===== src/rtl/npu_pkg.sv =====
// Shared definitions for the convolution datapath: pixel width, per-frame
// window count and the flattened-window element index.
package npu_pkg;

    localparam int PIX_W = 8;

    // Number of stride-1, valid-padding windows in one frame.
    function automatic int win_count(input int k_h, input int k_w,
                                     input int img_w, input int img_h);
        return (img_h - k_h + 1) * (img_w - k_w + 1);
    endfunction

    // Position of window element (i, j) inside the flattened window bus.
    function automatic int win_idx(input int i, input int j, input int k_w);
        return i * k_w + j;
    endfunction

endpackage


===== src/rtl/conv_line_buffer.sv =====
// One image row of pixel storage. Read and write share the same column
// address so the old pixel is read out while the new one is written in.
module conv_line_buffer
    import npu_pkg::*;
#(
    parameter int IMG_W = 8,
    localparam int COL_W = (IMG_W > 1) ? $clog2(IMG_W) : 1
) (
    input  logic             clk,
    input  logic             we,
    input  logic [COL_W-1:0] col,
    input  logic [PIX_W-1:0] din,
    output logic [PIX_W-1:0] dout
);

    logic [PIX_W-1:0] mem [IMG_W];

    // Row storage; contents are deliberately not reset.
    always_ff @(posedge clk) begin
        if (we) begin
            mem[col] <= din;
        end
    end

    assign dout = mem[col];

endmodule


===== src/rtl/conv_window_gen.sv =====
// Sliding K_H x K_W window generator over a raster pixel stream.
// Line buffers keep the previous K_H-1 rows; the window itself is a bank of
// shift registers that take one new column per accepted pixel.
module conv_window_gen
    import npu_pkg::*;
#(
    parameter int K_H   = 3,
    parameter int K_W   = 3,
    parameter int IMG_W = 8,
    parameter int IMG_H = 8
) (
    input  logic                     clk,
    input  logic                     rst,
    input  logic                     pix_valid,
    output logic                     pix_ready,
    input  logic [7:0]               pix_data,
    output logic                     win_valid,
    input  logic                     win_ready,
    output logic [K_H*K_W*8-1:0]     win_data,
    output logic [$clog2(IMG_H)-1:0] win_row,
    output logic [$clog2(IMG_W)-1:0] win_col,
    output logic                     win_last
);

    localparam int RW = $clog2(IMG_H);
    localparam int CW = $clog2(IMG_W);

    logic [CW-1:0]    col_cnt;
    logic [RW-1:0]    row_cnt;
    logic             accept;
    logic             produce;
    logic             col_last;
    logic             row_last;

    logic [PIX_W-1:0] lb_in   [K_H-1];
    logic [PIX_W-1:0] lb_out  [K_H-1];
    logic [PIX_W-1:0] new_col [K_H];
    logic [PIX_W-1:0] win_reg [K_H][K_W];

    assign pix_ready = !win_valid | win_ready;
    assign accept    = pix_valid & pix_ready;
    assign col_last  = (col_cnt == CW'(IMG_W - 1));
    assign row_last  = (row_cnt == RW'(IMG_H - 1));
    assign produce   = (row_cnt >= RW'(K_H - 1)) && (col_cnt >= CW'(K_W - 1));

    // Line buffer chain: lb[0] holds the previous row, lb[k] the row k+1 back.
    for (genvar k = 0; k < K_H - 1; k++) begin : g_lb
        if (k == 0) begin : g_first
            assign lb_in[k] = pix_data;
        end else begin : g_next
            assign lb_in[k] = lb_out[k-1];
        end

        conv_line_buffer #(
            .IMG_W (IMG_W)
        ) u_lb (
            .clk  (clk),
            .we   (accept),
            .col  (col_cnt),
            .din  (lb_in[k]),
            .dout (lb_out[k])
        );
    end

    // Incoming window column, oldest row on top, new pixel at the bottom.
    always_comb begin
        for (int i = 0; i < K_H; i++) begin
            new_col[i] = '0;
        end
        new_col[K_H-1] = pix_data;
        for (int i = 0; i < K_H - 1; i++) begin
            new_col[i] = lb_out[K_H-2-i];
        end
    end

    // Window shift registers: move left one column per accepted pixel.
    always_ff @(posedge clk) begin
        if (rst) begin
            for (int i = 0; i < K_H; i++) begin
                for (int j = 0; j < K_W; j++) begin
                    win_reg[i][j] <= '0;
                end
            end
        end else if (accept) begin
            for (int i = 0; i < K_H; i++) begin
                for (int j = 0; j < K_W - 1; j++) begin
                    win_reg[i][j] <= win_reg[i][j+1];
                end
                win_reg[i][K_W-1] <= new_col[i];
            end
        end
    end

    // Raster position counters; wrap at end of row and end of frame.
    always_ff @(posedge clk) begin
        if (rst) begin
            col_cnt <= '0;
            row_cnt <= '0;
        end else if (accept) begin
            if (col_last) begin
                col_cnt <= '0;
                row_cnt <= row_last ? '0 : row_cnt + 1'b1;
            end else begin
                col_cnt <= col_cnt + 1'b1;
            end
        end
    end

    // Output handshake and window coordinates; a new window overrides a
    // window consumed on the same edge.
    always_ff @(posedge clk) begin
        if (rst) begin
            win_valid <= 1'b0;
            win_last  <= 1'b0;
            win_row   <= '0;
            win_col   <= '0;
        end else if (accept && produce) begin
            win_valid <= 1'b1;
            win_last  <= row_last && col_last;
            win_row   <= row_cnt - RW'(K_H - 1);
            win_col   <= col_cnt - CW'(K_W - 1);
        end else if (win_valid && win_ready) begin
            win_valid <= 1'b0;
            win_last  <= 1'b0;
        end
    end

    // Flatten the window registers onto the output bus.
    always_comb begin
        win_data = '0;
        for (int i = 0; i < K_H; i++) begin
            for (int j = 0; j < K_W; j++) begin
                win_data[win_idx(i, j, K_W)*PIX_W +: PIX_W] = win_reg[i][j];
            end
        end
    end

endmodule

===== config.mk =====
export PLATFORM = sky130hd
export DESIGN_NAME = conv_window_gen
export DESIGN_NICKNAME = d
export VERILOG_FILES = /design/src/rtl/npu_pkg.sv /design/src/rtl/conv_line_buffer.sv /design/src/rtl/conv_window_gen.sv
export SDC_FILE = /design/constraint.sdc
export NUM_CORES = 1
export LEC_CHECK = 0
export CORE_MARGIN = 2
export CORE_UTILIZATION = 50
export CTS_CLUSTER_DIAMETER = 150
export DETAILED_ROUTE_END_ITERATION = 8
export PLACE_DENSITY = 0.86
export SYNTH_ARGS = -nofsm -noshare
export SYNTH_HDL_FRONTEND = slang
export SYNTH_SLANG_ARGS = --single-unit

===== constraint.sdc =====
create_clock -name clk -period 3.6 [get_ports clk]
set_clock_uncertainty 0.1 [all_clocks]
set_input_delay 1.08 -clock clk [delete_from_list [all_inputs] [get_ports clk]]
set_output_delay 1.08 -clock clk [all_outputs]
set_load 0.05 [all_outputs]

==> results.md, run 1 <==
Global route:
- The busiest metal layer after global routing is met2.
- The routing usage on met3 is 3.44%.
- In the global route stage, met2 resource usage came out at 30.0%.
- The initial antenna violation count was 0.
- The largest net degree at the start of global routing is 73.
- The total routing usage reported by global routing is 17.5%.
- The via count of the first global-routing pass is 4489.
- After global routing the overflow that remains totals 0.
- The met1 track demand over resource in global routing is 22.7%.
- The first global-routing pass estimated 24400 microns of wire.

Synthesis:
- The share of synthesized registers carrying an async set or reset is 0%.
- The post-synthesis area per instance is 18.2 sq um.
- The simple-gate portion of the synthesized area is 8.42%.
- Ranked by total cell area, the synthesized netlist is headed by edfxtp_1, and2_1, dfxtp_1.
- Of all cell types, the one taking the most synthesized area is edfxtp_1.
- The xor-xnor portion of the synthesized cell area is 0%.
- For this run, the number of Yosys warnings is 0.
- The proportion of synthesized area in mux cells is 7.97%.
- The prevailing post-synth register cell is edfxtp_1.
- The number of different library cells in the post-synthesis netlist is 37.
- Sequential elements use 75.3% of the synthesized area.
- The synthesized design contains 217 register bits.
- The adder-cell area share of the yosys netlist is 1.63%.
- The post-synthesis cell area is 0.00843 sq mm.
- The dominant combinational cell family by area after synthesis is simple AND/OR/NAND/NOR gates.
- The post-synthesis cell count is 462.
- Summing the areas of all compound-gate instances in the mapped netlist gives 4.38% of the synthesized area.
- The top cell type by area accounts for 71.3% of the synthesized area.
- The number of nets in the synthesized netlist is 485.
- The number of synthesized flops with an enable pin is 200.

Min path:
- The worst hold path belongs to the class register to register.
- The beginning of the worst hold path is win_col[0]$_SDFFE_PP0P_.
- The worst hold path passes through 2 cells.
- The worst hold path terminates at win_col[0]$_SDFFE_PP0P_.

Die:
- During I/O placement, the number of pins put on the boundary was 93.
- The die covers 0.0179 sq mm.
- The die is 134 microns wide.
- The initial core utilization is 51.0%.
- The floorplan has 47 rows.
- The core footprint is 0.0165 sq mm.
- In this run the vertical extent of the chip is 134 microns.

Setup path:
- Along the worst path, the maximum fanout reaches 6.
- For this run, the slowest stage of the critical path takes 480 ps.
- Setup slack on the worst reg-to-reg path comes out at 1070 ps.
- The class of the most critical setup path is input port to primary output.
- The worst flop-to-flop path endpoint is win_reg[0][26]$_SDFFCE_PN0P_.
- The type of element launching the critical path is an input port.
- The cell with the largest stage delay on the worst path is clkdlybuf4s50_1.
- Among cell families on the critical path, the largest total delay comes from buffers and inverters.
- The number of cell instances on the worst register-to-register path is 4.
- The critical path data required time is 2420 ps.
- Data arrives at the worst endpoint at 2000 ps.
- The worst setup path is captured at a primary output.
- The critical path goes through clkdlybuf4s50_1, nand2b_1, buf_12.
- The worst path buffer plus inverter count is 2.

Power:
- The relative contribution of combinational cells to total power is 10.2%.
- The internal portion of total power is 4.56 mW.
- The clock network burns 39.8% of the power.
- The switching fraction of total power is 22.2%.
- The worst supply voltage drop on vdd is 0.321 mV.
- The power per cell area is 566 mW/mm^2.
- The analysis attributes to net switching a power of 1.30 mW.
- For this design the static power due to leakage is 3.60 nW.
- Per report_power, the sequential group accounts for 50.1% of the total.

Final layout:
- The total of fill cells in the finished design is 1087.
- The final layout net count is 595.
- The finished layout cell area is 0.0104 sq mm.
- The register with the most flip-flops in the layout has 128 of them.
- The multi-input gate area in the final layout is 0.00190 sq mm.
- The ratio of cells with drive above 1 in the final layout is 14.0%.
- The number of antenna diodes in the final layout is 0.
- From synthesis to final layout, the design area changed by 23.0%.
- The sequential cells in the finished layout cover a total of 0.00635 sq mm.

Detailed routing:
- The average wire length per cell after detail routing is 18.9 microns.
- The initial detailed-routing violation count is 403.
- In the routed design, unresolved DRC markers number 0.
- The total via count after detailed routing is 4335.
- The number of optimization iterations in the first detailed-route pass is 4.
- The post-route antenna net violation count is 0.
- The wire length after detailed routing is 15300 microns.
- The post-detailed-route via-to-cell ratio is 5.37.

Timing:
- The achievable frequency is 314 MHz.
- The slew of the pin with the lowest slew margin is 947 ps.
- Setup violations remaining at the end of the flow were counted as 0.
- The count of endpoints failing hold in the final timing report was 0.
- The final critical-path share of the clock period is 88.4%.
- The setup TNS after final layout is 0 ps.
- The count of pins over their slew limit is 0.
- The post-layout minimum cycle time is 3180 ps.
- In this run the tightest slew margin relative to its limit is 36.9%.
- Setup repair after global routing left no endpoint under its margin.

Outcome:
- The flow ran to the end, and the final reports show no timing, DRC or antenna violations.

Clock network:
- The maximum number of buffers from clock root to sink is 3.
- Counting every sink on the clock net gives 217.
- The latest clock arrival within the worst-skew pair is 500 ps.
- For this design, the CTS-stage hold fixing added 0 buffers.
- The clock tree from TritonCTS is yes.
- The clock root buffer master is clkbuf_16.
- The number of clock buffers inserted by TritonCTS is 21.
- After clock tree synthesis, the repair step resized 0 gates.
- The post-CTS clock slew at the launch and capture registers of the worst setup and hold paths is 50 ps.
- In this run the number of H-tree levels came out at 1.
- After clock tree synthesis, the setup repair step added 0 buffers.

Placed design:
- Summing all placed instances gives a cell area of 0.00961 sq mm.
- Routability-driven placement finished with a final weighted congestion of 0.742.
- The placed wire-length estimate is 9590 microns.
- Buffers placed on the I/O ports in this run total 92.

Run:
- The number of max-capacitance violations reported is 0.
routing by layer:
metal / vias to the layer above / share of wire, % / wire length [microns]
li1: 1995 / - / -
met1: 2157 / 40 / 6110
met2: 163 / 52 / 7880
met3: 20 / 6.5 / 999
met4: 0 / 1.9 / 293
met5: - / 0 / 0
area by class of cell:
class	count	share of cell area, %
tap	220	2.66
clock buffer	28	5.52
multi-input combinational	217	18.3
clock inverter	10	1.70
timing repair buffer	109	10.3
inverter	6	0.217
sequential	217	61.3
worst register-to-register path, delay by kind of cell, from the launching register on:
| kind | cells | cell delay [ps] |
|---|---|---|
| AND/OR/NAND/NOR | 1 | 230 |
| AO/OA/AOI/OAI | 2 | 820 |
| multiplexers | 1 | 300 |
| flip-flops | 1 | 950 |
layout by cell type, fill, tap and decap left out, types with 8 or more instances in the layout:
| master | Yosys | final |
|---|---|---|
| a21oi_1 | 8 | 8 |
| mux4_2 | 13 | 13 |
| a211oi_1 | 8 | 8 |
| clkbuf_16 | 0 | 21 |
| clkdlybuf4s50_1 | 0 | 91 |
| o22ai_1 | 8 | 8 |
| nand2_1 | 9 | 9 |
| edfxtp_1 | 200 | 200 |
| dfxtp_1 | 17 | 16 |
| nand2b_1 | 10 | 9 |
| and2_1 | 67 | 67 |
| ha_1 | 11 | 11 |
| mux2_1 | 10 | 10 |
| a22o_1 | 8 | 8 |
| mux2i_1 | 12 | 12 |
| buf_4 | 0 | 16 |
| and3_1 | 8 | 8 |
worst max-delay path by stage:
stage          startpoint                     endpoint  depth (start not counted)
2_1_floorplan   win_ready  win_reg[0][0]$_SDFFCE_PN0P_                          3
6_report        win_ready                    pix_ready                          3
5_1_grt         win_ready                    pix_ready                          3
4_1_cts         win_ready                    pix_ready                          3
3_3_place_gp    win_ready                    pix_ready                          3
3_5_place_dp    win_ready  win_reg[0][6]$_SDFFCE_PN0P_                          5
cell families after synthesis:
family,after synthesis
AO/OA/AOI/OAI,46
adder cells (fa/ha/maj),11
buffers and inverters,28
flip-flops,217
multiplexers,44
AND/OR/NAND/NOR,116
synthesized netlist by cell type (all sizes together), types with 3 or more instances:
master    n
a211oi   13
a21oi     8
a221oi    3
a22o      8
and2     67
and2b     4
and3      8
buf      15
clkbuf    7
dfxtp    17
edfxtp  200
ha       11
inv       6
mux2     16
mux2i    12
mux4     16
nand2     9
nand2b   10
nand3     4
nor2      4
o21ai     4
o22ai     8
stage by stage:
step / hold WS (ps) / power, mW / utilization, % / setup slack (ps) / std cells
after floorplan: 362 / 3.38 / - / 354 / 462
after global placement: 357 / 3.56 / 58.2 / 453 / 769
after detailed placement: 355 / 3.59 / 58.2 / 390 / 769
after CTS: 375 / 5.92 / 62.7 / 417 / 807
after global routing: 403 / 6.06 / 62.7 / 357 / 807
final: 375 / 5.86 / 62.7 / 418 / 807
power by group through the flow:
stage          Clock [mW]  Sequential (mW)  Combinational (mW)
2_1_floorplan           0             3.18               0.202
3_3_place_gp            0             2.98               0.581
3_5_place_dp            0             2.99               0.597
4_1_cts              2.38             2.94               0.599
5_1_grt              2.49             2.95               0.624
6_report             2.33             2.94               0.595
No activity file was read; power rests on OpenSTA's default activity.
==> run 2: changes to the inputs <==
--- a/config.mk
+++ b/config.mk
@@ -5,6 +5,7 @@
 export SDC_FILE = /design/constraint.sdc
 export NUM_CORES = 1
 export LEC_CHECK = 0
+export CAP_MARGIN = 20
 export CORE_MARGIN = 2
 export CORE_UTILIZATION = 50
 export CTS_CLUSTER_DIAMETER = 150
==> results of run 2 <==
No change in the layout: final DEF, timing and power equal those of run 1.
==> run 3: changes to the inputs <==
--- a/config.mk
+++ b/config.mk
@@ -7,10 +7,10 @@
 export LEC_CHECK = 0
 export CAP_MARGIN = 20
 export CORE_MARGIN = 2
-export CORE_UTILIZATION = 50
+export CORE_UTILIZATION = 55
 export CTS_CLUSTER_DIAMETER = 150
 export DETAILED_ROUTE_END_ITERATION = 8
-export PLACE_DENSITY = 0.86
+export PLACE_DENSITY = 0.89
 export SYNTH_ARGS = -nofsm -noshare
 export SYNTH_HDL_FRONTEND = slang
 export SYNTH_SLANG_ARGS = --single-unit
==> constraint.sdc (replaced) <==
create_clock -name clk -period 3.8 [get_ports clk]
set_clock_uncertainty 0.1 [all_clocks]
set_input_delay 1.14 -clock clk [delete_from_list [all_inputs] [get_ports clk]]
set_output_delay 1.14 -clock clk [all_outputs]
set_load 0.05 [all_outputs]
==> results.md, run 3 (synthesis results as in run 1) <==
Clock network:
- The post-CTS clock slew at the launch and capture registers of the worst setup and hold paths is 70 ps (+20 ps).
- The latest clock arrival within the worst-skew pair is 500 ps (about the same).
- The number of sinks handled by clock tree synthesis came to 217 (unchanged).
- The number of buffers added for setup after CTS is 0 (unchanged).
- The number of clock buffers inserted by TritonCTS is 21 (unchanged).
- The H-tree depth was 1 (unchanged).
- CTS placed an instance of clkbuf_16 at the clock tree root.
- The clock tree from TritonCTS is yes.
- The post-cts sizing count is 0 (unchanged).
- The maximum number of buffers from clock root to sink is 3 (unchanged).
- The hold-fix buffer count after cts is 0 (unchanged).

Final layout:
- The finished layout cell area is 0.0102 sq mm (-1.3%).
- The leading cell type in the layout, fill and taps excluded is edfxtp_1.
- The number of flip-flops in the largest register is 128 (unchanged).
- The ratio of cells with drive above 1 in the final layout was 13.7% (-0.27 points).
- The number of non-filler instances in the completed layout is 772 (-4.3%).
- The library cells used most frequently in the layout, excluding fill and tap cells, are edfxtp_1, clkdlybuf4s50_1, and2_1.
- The final layout net count was 593 (-0.34%).
- The count of antenna diodes in the layout was 0 (unchanged).
- The post-synthesis to final-layout area growth is 21.4%.

Detailed routing:
- The post-detailed-route via-to-cell ratio was 5.52 (+2.8%).
- The total via count after detailed routing is 4265 (-1.6%).
- The total DRC errors in the routed layout came to 0 (unchanged).
- The number of optimization iterations in the first detailed-route pass is 4 (unchanged).
- The amount of wire on met3 after detailed routing came to 1020 microns (+2.0%).
- In this run the top signal layer used is met4.
- The detailed-routed wire length on met2 is 7690 microns (-2.4%).
- The post-route antenna net violation count came to 0 (unchanged).
- The wire length after detailed routing came to 15200 microns (-0.33%).
- The met1 wire length is 6170 microns (+0.93%).
- The initial detailed-routing violation count was 327 (-19%).
- The average wire length per cell after detail routing came to 19.7 microns (+4.2%).

Global route:
- The first-pass GRT wire length came to 23600 microns (-3.1%).
- The initial antenna violation count is 0 (unchanged).
- The total routing usage reported by global routing is 18.9% (+1.4 points).
- The largest net degree at the start of global routing is 44 (-40%).
- The via count of the first global-routing pass is 4369 (-2.7%).
- The remaining global-route overflow was 0 (unchanged).

Power:
- The worst supply voltage drop on vdd is 0.364 mV (+13%).
- The switching fraction of total power is 23.8% (+1.6 points).
- The relative contribution of combinational cells to total power is 10.8% (+0.6 points).
- The standby leakage power is 3.55 nW (-1.5%).
- The portion of total power attributed to the clock network is 36.4% (-3.4 points).
- The switching component of the power is 1.25 mW (-3.8%).
- The internal portion of total power is 4.01 mW (-12%).
- The sequential fraction of design power was 52.8% (+2.7 points).
- The power per cell area is 514 mW/mm^2 (-9.2%).

Die:
- The number of rows in the core area is 45 (-4.3%).
- The die outline width came to 128 microns (-4.5%).
- The boundary pin count is 93 (unchanged).
- The initial core utilization is 55.8% (+4.8 points).
- The die height is 128 microns (-4.5%).
- The die outline area is 0.0163 sq mm (-8.8%).
- The core footprint is 0.0151 sq mm (-8.7%).

Timing:
- Dividing the final minimum period by the clock period gives 87.0%.
- The setup TNS after final layout is 0 ps (unchanged).
- The final number of setup-violating endpoints is 0 (unchanged).
- The headroom to the max-slew limit is 45.7% (+8.8 points).
- The slew of the pin with the lowest slew margin was 815 ps (-132 ps).
- The count of endpoints failing hold in the final timing report is 0 (unchanged).
- The count of pins over their slew limit is 0 (unchanged).
- Setup repair after global routing left no endpoint under its margin.
- The final worst setup slack is 493 ps (+74.5 ps).
- The post-layout minimum cycle time is 3310 ps.
- Static timing analysis puts the maximum clock frequency at 302 MHz.
- The worst-case hold slack was 371 ps (-4.27 ps).

Placed design:
- The number of I/O port buffers is 92 (unchanged).
- The routability congestion estimate is 0.786 (+6.0%).
- The number of placed instances with taps included is 735 (-4.4%).
- The placed wire-length estimate is 9480 microns (-1.2%).
- The instance area after placement was 0.00958 sq mm (-0.31%).
- The setup slack at placement is 509 ps (+118 ps).

Min path:
- The worst min-delay path category is register to register.

Setup path:
- The arrival time of the worst setup path is 2070 ps (+70 ps).
- The worst setup path is launched from an input port.
- The critical path data required time is 2560 ps (+140 ps).
- The worst setup path is of the input port to primary output kind.
- The highest fanout seen on the critical path came to 6 (unchanged).
- The nature of the critical path endpoint is a primary output.

Run:
- The number of max-capacitance violations reported is 0 (unchanged).

Outcome:
- The run finished with clean final reports.
[run 3: changes by cell type in the layout (fill, tap and decap cells not counted)]
| cell | previous run | this run |
|---|---|---|
| clkinv_8 | 0 | 1 |
| clkinv_1 | 2 | 3 |
| clkbuf_1 | 5 | 3 |
| clkinv_2 | 2 | 4 |
| buf_4 | 16 | 12 |
| clkinvlp_4 | 0 | 1 |
| buf_12 | 2 | 4 |
| bufinv_16 | 5 | 0 |
| clkbuf_8 | 2 | 3 |
[run 3: worst paths after layout]
kind              slack, ps                      endpoint                    start  cells past startpoint
setup / recovery        490                     pix_ready                win_ready                      3
setup reg to reg       1350  win_reg[0][26]$_SDFFCE_PN0P_                 register                      5
hold reg to reg         370       win_row[0]$_SDFFE_PP0P_  win_row[0]$_SDFFE_PP0P_                      2
hold / removal          370       win_row[0]$_SDFFE_PP0P_  win_row[0]$_SDFFE_PP0P_                      2
[run 3: power groups by stage]
stage | clock network (mW) | registers [mW] | logic (mW)
floorplan | 0 | 3.01 | 0.191
global placement | 0 | 2.82 | 0.552
detailed placement | 0 | 2.83 | 0.568
CTS | 1.95 | 2.78 | 0.572
global route | 2.04 | 2.79 | 0.595
finish | 1.91 | 2.78 | 0.567
[run 3: layout make-up]
class | count | area [sq um]
Clock buffer | 27 | 578
Clock inverter | 10 | 63.8
Fill cell | 949 | 4860
Inverter | 6 | 22.5
Multi-Input combinational cell | 217 | 1900
Sequential cell | 217 | 6350
Tap cell | 188 | 235
Timing Repair Buffer | 107 | 1080
[run 3: metrics by stage]
stage | util (%) | power (mW)
floorplan | - | 3.20
global placement | 63.5 | 3.37
detailed placement | 63.5 | 3.39
CTS | 67.8 | 5.30
global route | 67.8 | 5.42
finish | 67.8 | 5.26
[run 3: critical path, stage by stage]
cell and delay (ps):
clkdlybuf4s50_1 470, nand2b_1 280, buf_12 180
[run 3: layer usage]
layer	global-route usage [%]	up-vias
met5	0	-
met4	6.79	0
met3	3.01	23
met2	32.9	150
met1	24.2	2099
li1	-	1993
